File: src/rtl/morse_tx.sv
// Morse-code transmitter: a small character FIFO feeds an FSM that expands
// each queued code (A-Z or word space) into timed marks and spaces on a
// single keying line.
module morse_tx #(
    parameter int UNIT_CYCLES = 25000000,
    parameter int DEPTH       = 4,
    parameter int DASH_UNITS  = 3,
    parameter int LGAP_UNITS  = 3,
    parameter int WGAP_UNITS  = 4
) (
    input  logic                     CLOCK_50,
    input  logic                     reset,
    input  logic [4:0]               in_char,
    input  logic                     in_valid,
    output logic                     in_ready,
    output logic                     morse_out,
    output logic                     busy,
    output logic                     char_done,
    output logic                     err,
    output logic [$clog2(DEPTH):0]   fifo_level
);

    localparam int PTR_W = $clog2(DEPTH);
    localparam int CNT_W = $clog2(UNIT_CYCLES * 7);

    // Counter reload values: a state lasting N units holds N*UNIT_CYCLES cycles.
    localparam logic [CNT_W-1:0] LD_DOT  = CNT_W'(UNIT_CYCLES - 1);
    localparam logic [CNT_W-1:0] LD_DASH = CNT_W'(DASH_UNITS * UNIT_CYCLES - 1);
    localparam logic [CNT_W-1:0] LD_LGAP = CNT_W'(LGAP_UNITS * UNIT_CYCLES - 1);
    localparam logic [CNT_W-1:0] LD_WGAP = CNT_W'(WGAP_UNITS * UNIT_CYCLES - 1);

    localparam logic [4:0] CODE_SPACE = 5'd26;

    typedef enum logic [2:0] {
        S_IDLE,
        S_MARK,
        S_SPACE,
        S_LGAP,
        S_WGAP
    } state_t;

    // ------------------------------------------------------------------
    // Input FIFO
    // ------------------------------------------------------------------
    logic [4:0]       r_mem [DEPTH];
    logic [PTR_W-1:0] r_wr_ptr_reg;
    logic [PTR_W-1:0] r_rd_ptr_reg;
    logic [PTR_W:0]   r_level_reg;
    logic             r_err_reg;

    logic             w_xfer;
    logic             w_bad;
    logic             w_push;
    logic             w_pop;
    logic [4:0]       w_head;

    // Full blocks pushes outright, even when a pop happens in the same cycle.
    assign in_ready = (r_level_reg != (PTR_W + 1)'(DEPTH));
    assign w_xfer   = in_valid & in_ready;
    assign w_bad    = (in_char > CODE_SPACE);
    assign w_push   = w_xfer & ~w_bad;
    assign w_head   = r_mem[r_rd_ptr_reg];

    // FIFO storage; contents need no reset since the pointers define validity.
    always_ff @(posedge CLOCK_50) begin
        if (w_push) begin
            r_mem[r_wr_ptr_reg] <= in_char;
        end
    end

    // FIFO pointers, occupancy and the invalid-code error pulse.
    always_ff @(posedge CLOCK_50) begin
        if (reset) begin
            r_wr_ptr_reg <= '0;
            r_rd_ptr_reg <= '0;
            r_level_reg  <= '0;
            r_err_reg    <= 1'b0;
        end else begin
            r_err_reg <= w_xfer & w_bad;
            if (w_push) begin
                r_wr_ptr_reg <= r_wr_ptr_reg + 1'b1;
            end
            if (w_pop) begin
                r_rd_ptr_reg <= r_rd_ptr_reg + 1'b1;
            end
            case ({w_push, w_pop})
                2'b10:   r_level_reg <= r_level_reg + 1'b1;
                2'b01:   r_level_reg <= r_level_reg - 1'b1;
                default: r_level_reg <= r_level_reg;
            endcase
        end
    end

    // ------------------------------------------------------------------
    // Symbol ROM: pattern left-aligned, first symbol in bit 3, dash = 1
    // ------------------------------------------------------------------
    logic [3:0] w_rom_pat;
    logic [2:0] w_rom_len;

    // Morse lookup for the FIFO head.
    always_comb begin
        w_rom_pat = 4'b0000;
        w_rom_len = 3'd1;
        case (w_head)
            5'd0:    begin w_rom_pat = 4'b0100; w_rom_len = 3'd2; end // A .-
            5'd1:    begin w_rom_pat = 4'b1000; w_rom_len = 3'd4; end // B -...
            5'd2:    begin w_rom_pat = 4'b1010; w_rom_len = 3'd4; end // C -.-.
            5'd3:    begin w_rom_pat = 4'b1000; w_rom_len = 3'd3; end // D -..
            5'd4:    begin w_rom_pat = 4'b0000; w_rom_len = 3'd1; end // E .
            5'd5:    begin w_rom_pat = 4'b0010; w_rom_len = 3'd4; end // F ..-.
            5'd6:    begin w_rom_pat = 4'b1100; w_rom_len = 3'd3; end // G --.
            5'd7:    begin w_rom_pat = 4'b0000; w_rom_len = 3'd4; end // H ....
            5'd8:    begin w_rom_pat = 4'b0000; w_rom_len = 3'd2; end // I ..
            5'd9:    begin w_rom_pat = 4'b0111; w_rom_len = 3'd4; end // J .---
            5'd10:   begin w_rom_pat = 4'b1010; w_rom_len = 3'd3; end // K -.-
            5'd11:   begin w_rom_pat = 4'b0100; w_rom_len = 3'd4; end // L .-..
            5'd12:   begin w_rom_pat = 4'b1100; w_rom_len = 3'd2; end // M --
            5'd13:   begin w_rom_pat = 4'b1000; w_rom_len = 3'd2; end // N -.
            5'd14:   begin w_rom_pat = 4'b1110; w_rom_len = 3'd3; end // O ---
            5'd15:   begin w_rom_pat = 4'b0110; w_rom_len = 3'd4; end // P .--.
            5'd16:   begin w_rom_pat = 4'b1101; w_rom_len = 3'd4; end // Q --.-
            5'd17:   begin w_rom_pat = 4'b0100; w_rom_len = 3'd3; end // R .-.
            5'd18:   begin w_rom_pat = 4'b0000; w_rom_len = 3'd3; end // S ...
            5'd19:   begin w_rom_pat = 4'b1000; w_rom_len = 3'd1; end // T -
            5'd20:   begin w_rom_pat = 4'b0010; w_rom_len = 3'd3; end // U ..-
            5'd21:   begin w_rom_pat = 4'b0001; w_rom_len = 3'd4; end // V ...-
            5'd22:   begin w_rom_pat = 4'b0110; w_rom_len = 3'd3; end // W .--
            5'd23:   begin w_rom_pat = 4'b1001; w_rom_len = 3'd4; end // X -..-
            5'd24:   begin w_rom_pat = 4'b1011; w_rom_len = 3'd4; end // Y -.--
            5'd25:   begin w_rom_pat = 4'b1100; w_rom_len = 3'd4; end // Z --..
            default: begin w_rom_pat = 4'b0000; w_rom_len = 3'd1; end
        endcase
    end

    // ------------------------------------------------------------------
    // Timing FSM
    // ------------------------------------------------------------------
    state_t           r_state_reg;
    state_t           w_state_next;
    logic [CNT_W-1:0] r_cnt_reg;
    logic [CNT_W-1:0] w_cnt_next;
    logic [3:0]       r_sym_reg;
    logic [3:0]       w_sym_next;
    logic [2:0]       r_left_reg;
    logic [2:0]       w_left_next;
    logic             r_morse_reg;
    logic             w_expired;

    assign w_expired = (r_cnt_reg == '0);

    // State, unit counter, symbol shifter and registered keying output.
    always_ff @(posedge CLOCK_50) begin
        if (reset) begin
            r_state_reg <= S_IDLE;
            r_cnt_reg   <= '0;
            r_sym_reg   <= '0;
            r_left_reg  <= '0;
            r_morse_reg <= 1'b0;
        end else begin
            r_state_reg <= w_state_next;
            r_cnt_reg   <= w_cnt_next;
            r_sym_reg   <= w_sym_next;
            r_left_reg  <= w_left_next;
            r_morse_reg <= (w_state_next == S_MARK);
        end
    end

    // Next-state logic: each state reloads the counter on entry and leaves
    // when it reaches zero; bit 3 of the shifter is always the current symbol.
    always_comb begin
        w_state_next = r_state_reg;
        w_cnt_next   = w_expired ? r_cnt_reg : r_cnt_reg - 1'b1;
        w_sym_next   = r_sym_reg;
        w_left_next  = r_left_reg;
        w_pop        = 1'b0;
        case (r_state_reg)
            S_IDLE: begin
                w_cnt_next = r_cnt_reg;
                if (r_level_reg != '0) begin
                    w_pop = 1'b1;
                    if (w_head == CODE_SPACE) begin
                        w_state_next = S_WGAP;
                        w_cnt_next   = LD_WGAP;
                    end else begin
                        w_state_next = S_MARK;
                        w_sym_next   = w_rom_pat;
                        w_left_next  = w_rom_len;
                        w_cnt_next   = w_rom_pat[3] ? LD_DASH : LD_DOT;
                    end
                end
            end
            S_MARK: begin
                if (w_expired) begin
                    if (r_left_reg > 3'd1) begin
                        w_state_next = S_SPACE;
                        w_cnt_next   = LD_DOT;
                        w_sym_next   = {r_sym_reg[2:0], 1'b0};
                        w_left_next  = r_left_reg - 3'd1;
                    end else begin
                        w_state_next = S_LGAP;
                        w_cnt_next   = LD_LGAP;
                    end
                end
            end
            S_SPACE: begin
                if (w_expired) begin
                    w_state_next = S_MARK;
                    w_cnt_next   = r_sym_reg[3] ? LD_DASH : LD_DOT;
                end
            end
            S_LGAP, S_WGAP: begin
                if (w_expired) begin
                    w_state_next = S_IDLE;
                end
            end
            default: begin
                w_state_next = S_IDLE;
            end
        endcase
    end

    assign morse_out  = r_morse_reg;
    assign err        = r_err_reg;
    assign fifo_level = r_level_reg;
    assign busy       = (r_state_reg != S_IDLE) || (r_level_reg != '0);
    assign char_done  = ((r_state_reg == S_LGAP) || (r_state_reg == S_WGAP)) && w_expired;

endmodule

File: config.mk
export PLATFORM = sky130hd
export DESIGN_NAME = morse_tx
export DESIGN_NICKNAME = d
export VERILOG_FILES = /design/src/rtl/morse_tx.sv
export SDC_FILE = /design/constraint.sdc
export NUM_CORES = 1
export LEC_CHECK = 0
export ABC_AREA = 1
export CAP_MARGIN = 40
export CORE_ASPECT_RATIO = 1.1
export CORE_UTILIZATION = 45
export CTS_CLUSTER_SIZE = 20
export DETAILED_ROUTE_END_ITERATION = 16
export PLACE_DENSITY = 0.59
export SETUP_SLACK_MARGIN = 0.1
export SYNTH_ARGS = -nofsm -noshare
export SYNTH_HDL_FRONTEND = slang
export SYNTH_SLANG_ARGS = --single-unit
export TNS_END_PERCENT = 30
File: constraint.sdc
create_clock -name CLOCK_50 -period 2.4 [get_ports CLOCK_50]
set_input_delay 0.72 -clock CLOCK_50 [delete_from_list [all_inputs] [get_ports CLOCK_50]]
set_output_delay 0.72 -clock CLOCK_50 [all_outputs]
set_load 0.1 [all_outputs]
# == Word level (Yosys, flattened, before mapping) ==
# Memory sizes are Yosys's and may differ from the RTL's. A register that Yosys moved wholly into a read port is not among the register bits.
# Cells that the tools add are included.
# Widths: inputs -> output; s select.
# op_classes
n_addsub,6
order_cmp,2
eq_ne,13
muxes,33
bitwise_logic,4
n_reduce_logical,11
# ops
cell,n
$mux 28,4
$mux 27,4
$pmux 28 s3,1
$logic_not 28->1,1
$sub 28x1->28 const B,1
$mux 3,9
$mux 4,4
$pmux 3 s2,2
$pmux 3 s4,1
$ne 2x2->1 const B,4
$pmux 4 s2,1
$eq 3x1->1 const B,2
$eq 3x2->1 const B,2
$reduce_bool 3->1,2
$sub 3x1->3 const B,2
$eq 5x5->1 const B,1
$gt 5x5->1 const B,1
$mux 1,5
$reduce_and 5->1,1
$add 2x1->2 const B,2
$mux 2,2
$reduce_bool 2->1,2
$add 3x1->3 const B,1
$and 1x1->1,3
10 further kinds,11
# totals
ff_bits,47
ram_bits,20
mem_bits_ro,224
input_bits,8
out_inout_bits,8
elab_cells,80
mem_count,2
# mem_list
name,depth,width,rd,rd_clocked_by_memory_dff,write_ports,line,rtl
(no name shown),32,7,1,0,0,104,case (w_head)
r_mem,4,5,1,1,1,45,logic [4:0] r_mem [DEPTH];

# == Depth between registers and ports, before layout ==
# Gate-level depths: netlist of run 1.
# depth
depth_word,5
mapped_depth,17
ltp_nobuf,16

# == Worst setup path before layout of run 1 ==
# OpenSTA, ideal clock, no wires.
# synth_timing
path_type,reg2out
start,register r_cnt_reg[12]
end,output char_done
arrival_time_ps,3052
required_ps,1680
setup_slack_ps,-1372
path_stages_with_launch,8
path_buffers,0
path_cell_list,dfxtp_1 > nor2_2 > nand2_2 > nor2_4 > nand2_4 > nor2_1 > inv_1 > nor3_1
# synth_between
elab_chain_len,2
# synth_lines
element,line,rtl
start: declaration,140,logic [CNT_W-1:0] r_cnt_reg;
start signal: assignment,161,r_cnt_reg <= w_cnt_next;
$logic_not 28->1,149,assign w_expired = (r_cnt_reg == '0);
$logic_and 1x1->1,226,assign char_done = ((r_state_reg == S_LGAP) || (r_state_reg == S_WGAP)) && w_expired;
end: declaration,18,"output logic char_done,"
# Every way passes these cells.

# == Worst setup path after layout of run 1 ==
# layout_timing
start,register r_cnt_reg[6]
end,output char_done
# The elaborated chain is that of the path after synthesis.

==> flow_summary.rst, run 1 <==
.. list-table::
   :header-rows: 1

   * - Metric
     - Value
   * - First-pass GRT wire length
     - 20.5 mm
   * - Final HPWL from detailed placement
     - 9.33 mm
   * - Number of flops mapped to enable cells by yosys
     - 20
   * - PnR worst setup slack
     - -53.4 ps
   * - Dominant combinational cell family by area after synthesis
     - simple AND/OR/NAND/NOR gates
   * - Layout area overhead
     - 22.3%
   * - Kind of start point of the critical path
     - flop
   * - Post-place instance area
     - 0.00511 sq mm
   * - Setup violators final
     - 1
   * - Main area contributors after synthesis
     - dfxtp_1, nand2_1, edfxtp_1, inv_1, nor2_1
   * - Crit path max-delay cell type
     - dfxtp_4
   * - Worst max-slew margin expressed relative to the limit
     - 63.9%
   * - Mean post-synth cell area
     - 6.87 sq um
   * - Count of mapped cells out of synthesis
     - 654
   * - Congestion Overflow GR
     - 0
   * - Worst vdd ir
     - 0.000913 V
   * - Vertical die dimension
     - 107 microns
   * - Final GP Congestion
     - 0.896
   * - Cell breakdown of the critical path
     - nor2_4 > nand2_4 > inv_2 > nand4_1 > nor2_4 > inv_2 > nor3_4 > buf_12
   * - Total of buffers placed on input and output ports
     - 15
   * - Final Hold Violating Endpoints
     - 0
   * - Power per standard cell area
     - 1530 mW/mm^2
   * - Effective utilization at floorplan
     - 47.1%
   * - Pre-CTS setup slack
     - -274 ps
   * - Critical path class
     - reg2out
   * - Area of the core
     - 0.00954 sq mm
   * - Violations in the final reports
     - negative setup slack
   * - Hold-fix buffer count after cts
     - 0
   * - Root buffer cell
     - clkbuf_8
   * - Clock tree sinks
     - 69
   * - Xor and xnor fraction of the mapped netlist area
     - 2.53%
   * - Clock insertion delay at the later pin of the skew report
     - 360 ps
   * - Starting DRC count in detailed routing
     - 254
   * - Total of fill cells in the finished design
     - 917
   * - Buffers plus inverters on the worst setup path
     - 3
   * - Clock slew at reported path FFs
     - 80 ps
   * - Row cnt
     - 37
   * - Sequential-to-total area share from yosys stat
     - 35.2%
   * - Post-synthesis cell type with the largest combined area
     - dfxtp_1
   * - Req. time, crit path
     - 1680 ps
   * - Ant diodes
     - 0
   * - Share of cell area taken by muxes after synthesis
     - 0%
   * - Fraction of layout cells with a size suffix above 1
     - 21.7%
   * - Nets in the synthesized netlist
     - 680
   * - DR vias/cell
     - 5.29
   * - Count of final max-slew check failures
     - 0
   * - Simple-gate portion of the synthesized area
     - 34.3%
   * - Top achievable clock speed
     - 408 MHz
   * - Number of global-route vias before repair
     - 4,298
   * - CP Capture Type
     - primary output
   * - CTS Buffer Depth
     - 2
   * - Worst setup skew after layout
     - 6.47 ps
   * - Post-route ant nets
     - 0
   * - Synthesized flop and latch total
     - 69
   * - Data arrival at the endpoint of the critical path
     - 1730 ps
   * - Min-delay worst type
     - reg2reg
   * - Pre-Repair DR Iteration Count
     - 6
   * - Transition at the pin with the smallest max-transition slack
     - 541 ps
   * - CP top delay family
     - simple AND/OR/NAND/NOR gates
   * - Routed via count
     - 4,446
   * - Biggest fanout along the worst timing path
     - 5
   * - Unique cell type count in the Yosys netlist
     - 40
   * - Die area
     - 0.0104 sq mm
   * - Area share of the leading cell type in the synthesized netlist
     - 21.8%
   * - Finished Cell Area
     - 0.00549 sq mm
   * - Die X-Extent
     - 97.3 microns
   * - FFs w/ async S/R, synth
     - 0%
   * - Commonest cells in the netlist
     - nand2_1, inv_1, nor2_1
   * - Most common cell in the netlist
     - nand2_1
   * - Gr usage total
     - 24.8%
   * - Delay of the slowest critical-path stage
     - 370 ps
   * - Largest net degree at the start of global routing
     - 19
   * - Share of the clock period used by the worst path after layout
     - 102%
   * - Initial antenna violation count
     - 0
   * - TritonCTS clock tree
     - done
   * - Adder-cell area share of the yosys netlist
     - 5.18%
   * - Unrepaired setup endpoints after global routing
     - yes
   * - Max H-tree Level
     - 3
   * - Number of nets in the layout
     - 745
   * - IO Count
     - 16
   * - Commonest register cell after synthesis
     - dfxtp_1
   * - DRC Markers
     - 0
   * - Num CTS Buffers
     - 9
   * - Summed instance area of the synthesized netlist
     - 0.00449 sq mm
   * - Total wire length
     - 12.1 mm
   * - Static Leakage
     - 2.57 nW
   * - Routed wire per std cell
     - 14.4 microns
   * - Post-synthesis compound-gate area fraction
     - 14.2%
   * - Number of warnings printed during yosys synthesis
     - 0
   * - Flip-flop count of the largest register, all copies and words added
     - 28
   * - Shortest clock period the worst path allows after layout
     - 2450 ps
   * - Max capacitance violation total
     - 0
   * - Outcome
     - finished, violations left
==> worst paths after layout <==
path                             start                         end  slack, ps  cells after the start
max          r_cnt_reg[6]$_SDFFE_PP0P_                   char_done        -50                      8
min          r_sym_reg[0]$_SDFFE_PP0P_   r_sym_reg[0]$_SDFFE_PP0P_        450                      2
max reg2reg                       flop  r_cnt_reg[12]$_SDFFE_PP0P_        290                     15
min reg2reg  r_sym_reg[0]$_SDFFE_PP0P_   r_sym_reg[0]$_SDFFE_PP0P_        450                      2
==> report_power, final <==
part | internal [mW] | switching (mW) | total (mW)
clock network | 0.490 | 0.497 | 0.986
registers | 1.57 | 0.360 | 1.93
logic | 1.92 | 3.56 | 5.49
total | 3.99 | 4.42 | 8.40
==> logic make-up after synthesis <==
logic type	Yosys count
flip-flops	69
XOR/XNOR	13
AO/OA/AOI/OAI	119
adder cells (fa/ha/maj)	18
AND/OR/NAND/NOR	339
buffers and inverters	96
==> cells in the final DEF (no fill, tap or decap), drive strengths merged, types with 7 or more instances in the layout <==
cell type | Yosys | final
nand4 | 13 | 13
dfxtp | 49 | 49
xor2 | 10 | 10
edfxtp | 20 | 20
buf | 7 | 61
nor2 | 93 | 93
nor3 | 7 | 7
clkbuf | 7 | 10
o21ai | 55 | 55
nand3 | 51 | 51
a21oi | 52 | 52
nand2 | 170 | 170
inv | 82 | 85
ha | 17 | 17
==> worst register-to-register path: cells and delay by family, from the launching register on <==
family | cells | cell delay [ps]
buffers and inverters | 3 | 260
flip-flops | 1 | 380
AND/OR/NAND/NOR | 9 | 880
AO/OA/AOI/OAI | 2 | 210
adder cells (fa/ha/maj) | 1 | 290
==> area by class of cell <==
class                   count  area [sq um]  share of cell area [%]
clock inverters             6          68.8                    1.25
clock buffers              10           128                    2.32
inverters                  82           318                    5.79
repair buffers             68           563                    10.3
well taps                 117           146                    2.67
flip-flops and latches     69          1620                    29.4
multi-input cells         489          2650                    48.3
==> metrics by stage <==
stage               util [%]  std cells  hold WS [ps]  total power, mW  setup TNS, ps
finish                  57.6        841           449             8.40          -53.4
global route            57.6        841           496             9.18           -130
CTS                     57.2        841           451             8.36          -97.5
detailed placement      53.6        812           439             7.12           -460
global placement        53.6        812           437             7.07           -418
floorplan                  -        654           427             5.67          -81.5
==> routing by layer <==
metal / global-route usage [%] / vias up / wire length, microns
met5: 0 / - / 0
met4: 10.3 / 0 / 399
met3: 4.56 / 30 / 525
met2: 43.8 / 127 / 6000
met1: 29.6 / 2015 / 5150
li1: - / 2274 / -
==> what timing repair did <==
item,4_1_cts,5_1_grt
pin swaps,13,8
endpoints found under the hold margin,0,0
setup endpoints to repair,2,17
gates resized for setup,20,17
setup buffers,13,0
No activity file was read; power rests on OpenSTA's default activity.
==> run 2, diff against run 1 <==
--- a/config.mk
+++ b/config.mk
@@ -8,10 +8,10 @@
 export ABC_AREA = 1
 export CAP_MARGIN = 40
 export CORE_ASPECT_RATIO = 1.1
-export CORE_UTILIZATION = 45
+export CORE_UTILIZATION = 50
 export CTS_CLUSTER_SIZE = 20
 export DETAILED_ROUTE_END_ITERATION = 16
-export PLACE_DENSITY = 0.59
+export PLACE_DENSITY = 0.64
 export SETUP_SLACK_MARGIN = 0.1
 export SYNTH_ARGS = -nofsm -noshare
 export SYNTH_HDL_FRONTEND = slang
==> flow_summary.rst, run 2 (synthesized netlist as in run 1, its figures left out) <==
.. list-table::
   :header-rows: 1

   * - Metric
     - Value
   * - Critical Path Sink
     - char_done
   * - Effective utilization at floorplan
     - 52.6% (+5.5 points)
   * - TritonCTS clock tree
     - done
   * - Final HPWL from detailed placement
     - 9.14 mm (-2.0%)
   * - Outcome
     - finished, violations left
   * - Post-route ant nets
     - 0 (unchanged)
   * - Timing startpoint of the critical path
     - r_cnt_reg[13]$_SDFFE_PP0P_
   * - Share of the clock period used by the worst path after layout
     - 105% (+2.6 points)
   * - First-pass GRT wire length
     - 20.4 mm (-0.37%)
   * - IO Count
     - 16 (unchanged)
   * - Total power
     - 8.47 mW (+0.83%)
   * - Routed wire per std cell
     - 14.3 microns (-0.25%)
   * - Flip-flop count of the largest register, all copies and words added
     - 28 (unchanged)
   * - Die area
     - 0.00937 sq mm (-9.8%)
   * - Launch instance of the worst register-to-register path
     - r_cnt_reg[1]$_SDFFE_PP0P_
   * - Shortest clock period the worst path allows after layout
     - 2520 ps (+61.9 ps)
   * - Req. time, crit path
     - 1680 ps (about the same)
   * - Top achievable clock speed
     - 398 MHz (-2.5%)
   * - Count of final max-slew check failures
     - 0 (unchanged)
   * - Buffers plus inverters on the worst setup path
     - 2 (-1)
   * - Worst slack on hold paths
     - 457 ps (+7.80 ps)
   * - Ant diodes
     - 0 (unchanged)
   * - Most common cell after layout, fill and taps aside
     - nand2_1
   * - CP Capture Type
     - primary output
   * - Largest net degree at the start of global routing
     - 19 (unchanged)
   * - Min-delay worst type
     - reg2reg
   * - Violations in the final reports
     - negative setup slack
   * - Post-place instance area
     - 0.00513 sq mm (+0.29%)
   * - Gr usage total
     - 28.1% (+3.4 points)
   * - Starting DRC count in detailed routing
     - 234 (-7.9%)
   * - CP top delay family
     - simple AND/OR/NAND/NOR gates
   * - Highest-count cells in the layout ignoring fill and taps
     - nand2_1, inv_1, buf_4
   * - Final Hold Violating Endpoints
     - 0 (unchanged)
   * - Clock tree sinks
     - 69 (unchanged)
   * - Finished Cell Area
     - 0.00556 sq mm (+1.2%)
   * - Kind of start point of the critical path
     - flop
   * - Static Leakage
     - 2.60 nW (+1.2%)
   * - Vertical die dimension
     - 101 microns (-5.0%)
   * - Worst max-slew margin expressed relative to the limit
     - 72.1% (+8.2 points)
   * - Fraction of layout cells with a size suffix above 1
     - 23.0% (+1.3 points)
   * - Max H-tree Level
     - 3 (unchanged)
   * - PnR worst setup slack
     - -115 ps (-61.9 ps)
   * - DRC Markers
     - 0 (unchanged)
   * - Total of buffers placed on input and output ports
     - 15 (unchanged)
   * - Reg-to-reg setup timing slack
     - 100 ps (-190 ps)
   * - Layout area overhead
     - 23.7%
   * - Total of fill cells in the finished design
     - 760 (-17%)
   * - Capturing point of the worst reg2reg path
     - r_cnt_reg[12]$_SDFFE_PP0P_
   * - Biggest fanout along the worst timing path
     - 4 (-1)
   * - Cell breakdown of the critical path
     - nor2_2 > nand2_2 > nor2_4 > nand2_4 > nor2_4 > inv_2 > nor3_4 > buf_12
   * - Row cnt
     - 35 (-5.4%)
   * - Worst hold path startpoint
     - r_sym_reg[0]$_SDFFE_PP0P_
   * - Delay of the slowest critical-path stage
     - 370 ps (about the same)
   * - Routed via count
     - 4,489 (+0.97%)
   * - Clock slew at reported path FFs
     - 80 ps (about the same)
   * - Pre-CTS setup slack
     - -241 ps (+33.6 ps)
   * - Setup violators final
     - 1 (unchanged)
   * - Die X-Extent
     - 92.4 microns (-5.0%)
   * - DR vias/cell
     - 5.31 (+0.49%)
   * - Worst-case reg-to-reg path depth
     - 17 (+2)
   * - Critical path class
     - reg2out
   * - Number of global-route vias before repair
     - 4,355 (+1.3%)
   * - Transition at the pin with the smallest max-transition slack
     - 418 ps (-123 ps)
   * - Area of the core
     - 0.00854 sq mm (-10%)
   * - Final GP Congestion
     - 0.936 (+4.4%)
   * - Power per standard cell area
     - 1530 mW/mm^2 (-0.32%)
   * - Worst vdd ir
     - 0.000932 V (+2.1%)
   * - Dominant cell type by count on the critical path
     - nor2_4
   * - Num CTS Buffers
     - 9 (unchanged)
   * - Max capacitance violation total
     - 0 (unchanged)
   * - Root buffer cell
     - clkbuf_8
   * - Logic depth of the worst setup path including buffers
     - 8 (unchanged)
   * - Data arrival at the endpoint of the critical path
     - 1800 ps (+70 ps)
   * - CTS Buffer Depth
     - 2 (unchanged)
   * - Worst setup skew after layout
     - 11.4 ps (+4.96 ps)
   * - Initial antenna violation count
     - 0 (unchanged)
   * - Total wire length
     - 12.1 mm (+0.22%)
   * - Crit path max-delay cell type
     - dfxtp_1
   * - Post-Route Setup TNS
     - -115 ps (-61.9 ps)
   * - Clock insertion delay at the later pin of the skew report
     - 360 ps (about the same)
   * - Unrepaired setup endpoints after global routing
     - yes
   * - Congestion Overflow GR
     - 0 (unchanged)
   * - Pre-Repair DR Iteration Count
     - 5 (-1)
   * - Number of nets in the layout
     - 755 (+1.3%)
run 2: cell types whose count changed in the layout (fill, tap and decap cells not counted), sizes merged:
cell           delta
clkdlybuf4s50     +1
clkinv            +1
dlymetal6s2s      -1
clkbuf            -1
clkinvlp          +1
bufinv            -1
buf              +10
run 2: what timing repair did:
| action | in CTS | in global routing |
|---|---|---|
| gates resized for setup | 12 | 23 |
| pin swaps | 13 | 7 |
| buffers inserted | 15 | 5 |
| hold buffers | 0 | 0 |
| setup endpoints to repair | 2 | 19 |
run 2: worst min-delay path by stage:
stage / end / slack, ps / depth (start not counted)
3_5_place_dp: r_sym_reg[0]$_SDFFE_PP0P_ / 450 / 2
6_report: r_sym_reg[0]$_SDFFE_PP0P_ / 460 / 2
3_3_place_gp: r_sym_reg[0]$_SDFFE_PP0P_ / 440 / 2
4_1_cts: r_sym_reg[0]$_SDFFE_PP0P_ / 460 / 2
2_1_floorplan: r_sym_reg[0]$_SDFFE_PP0P_ / 430 / 2
5_1_grt: flop / 490 / 1
run 2: metal layers:
| metal | part of all wire (%) | GRT usage [%] | vias to the layer above | wire length, microns |
|---|---|---|---|---|
| met5 | 0 | 0 | - | 0 |
| met4 | 4.7 | 17.2 | 0 | 572 |
| met3 | 3.8 | 4.13 | 39 | 457 |
| met2 | 50 | 50.1 | 121 | 6090 |
| met1 | 41 | 31.7 | 2034 | 4980 |
| li1 | - | - | 2295 | - |
run 2: layout make-up:
class | instances | area (sq um) | share of cell area [%]
multi-input combinational | 489 | 2680 | 48.3
sequential | 69 | 1610 | 28.9
timing repair buffer | 78 | 636 | 11.4
inverter | 82 | 317 | 5.70
tap | 111 | 139 | 2.50
clock buffer | 9 | 124 | 2.23
clock inverter | 7 | 53.8 | 0.968
run 2: tightest hold or removal path, delay by kind of cell (launching register included):
| kind | cells | cell delay, ps |
|---|---|---|
| AO/OA/AOI/OAI | 1 | 60 |
| buffers and inverters | 1 | 60 |
| flip-flops | 1 | 310 |
run 2: stage by stage:
stage	utilization, %	std cells
finish	65.1	845
global route	65.1	845
CTS	63.8	840
detailed placement	60.0	809
global placement	60.0	809
floorplan	-	654
run 2: power by group:
| part | leakage [nW] | internal (mW) | switching [mW] | total, mW |
|---|---|---|---|---|
| sequential | 0.592 | 1.56 | 0.355 | 1.92 |
| clock | 0.0948 | 0.388 | 0.509 | 0.896 |
| combinational | 1.91 | 2.07 | 3.59 | 5.66 |
| total | 2.60 | 4.02 | 4.46 | 8.47 |
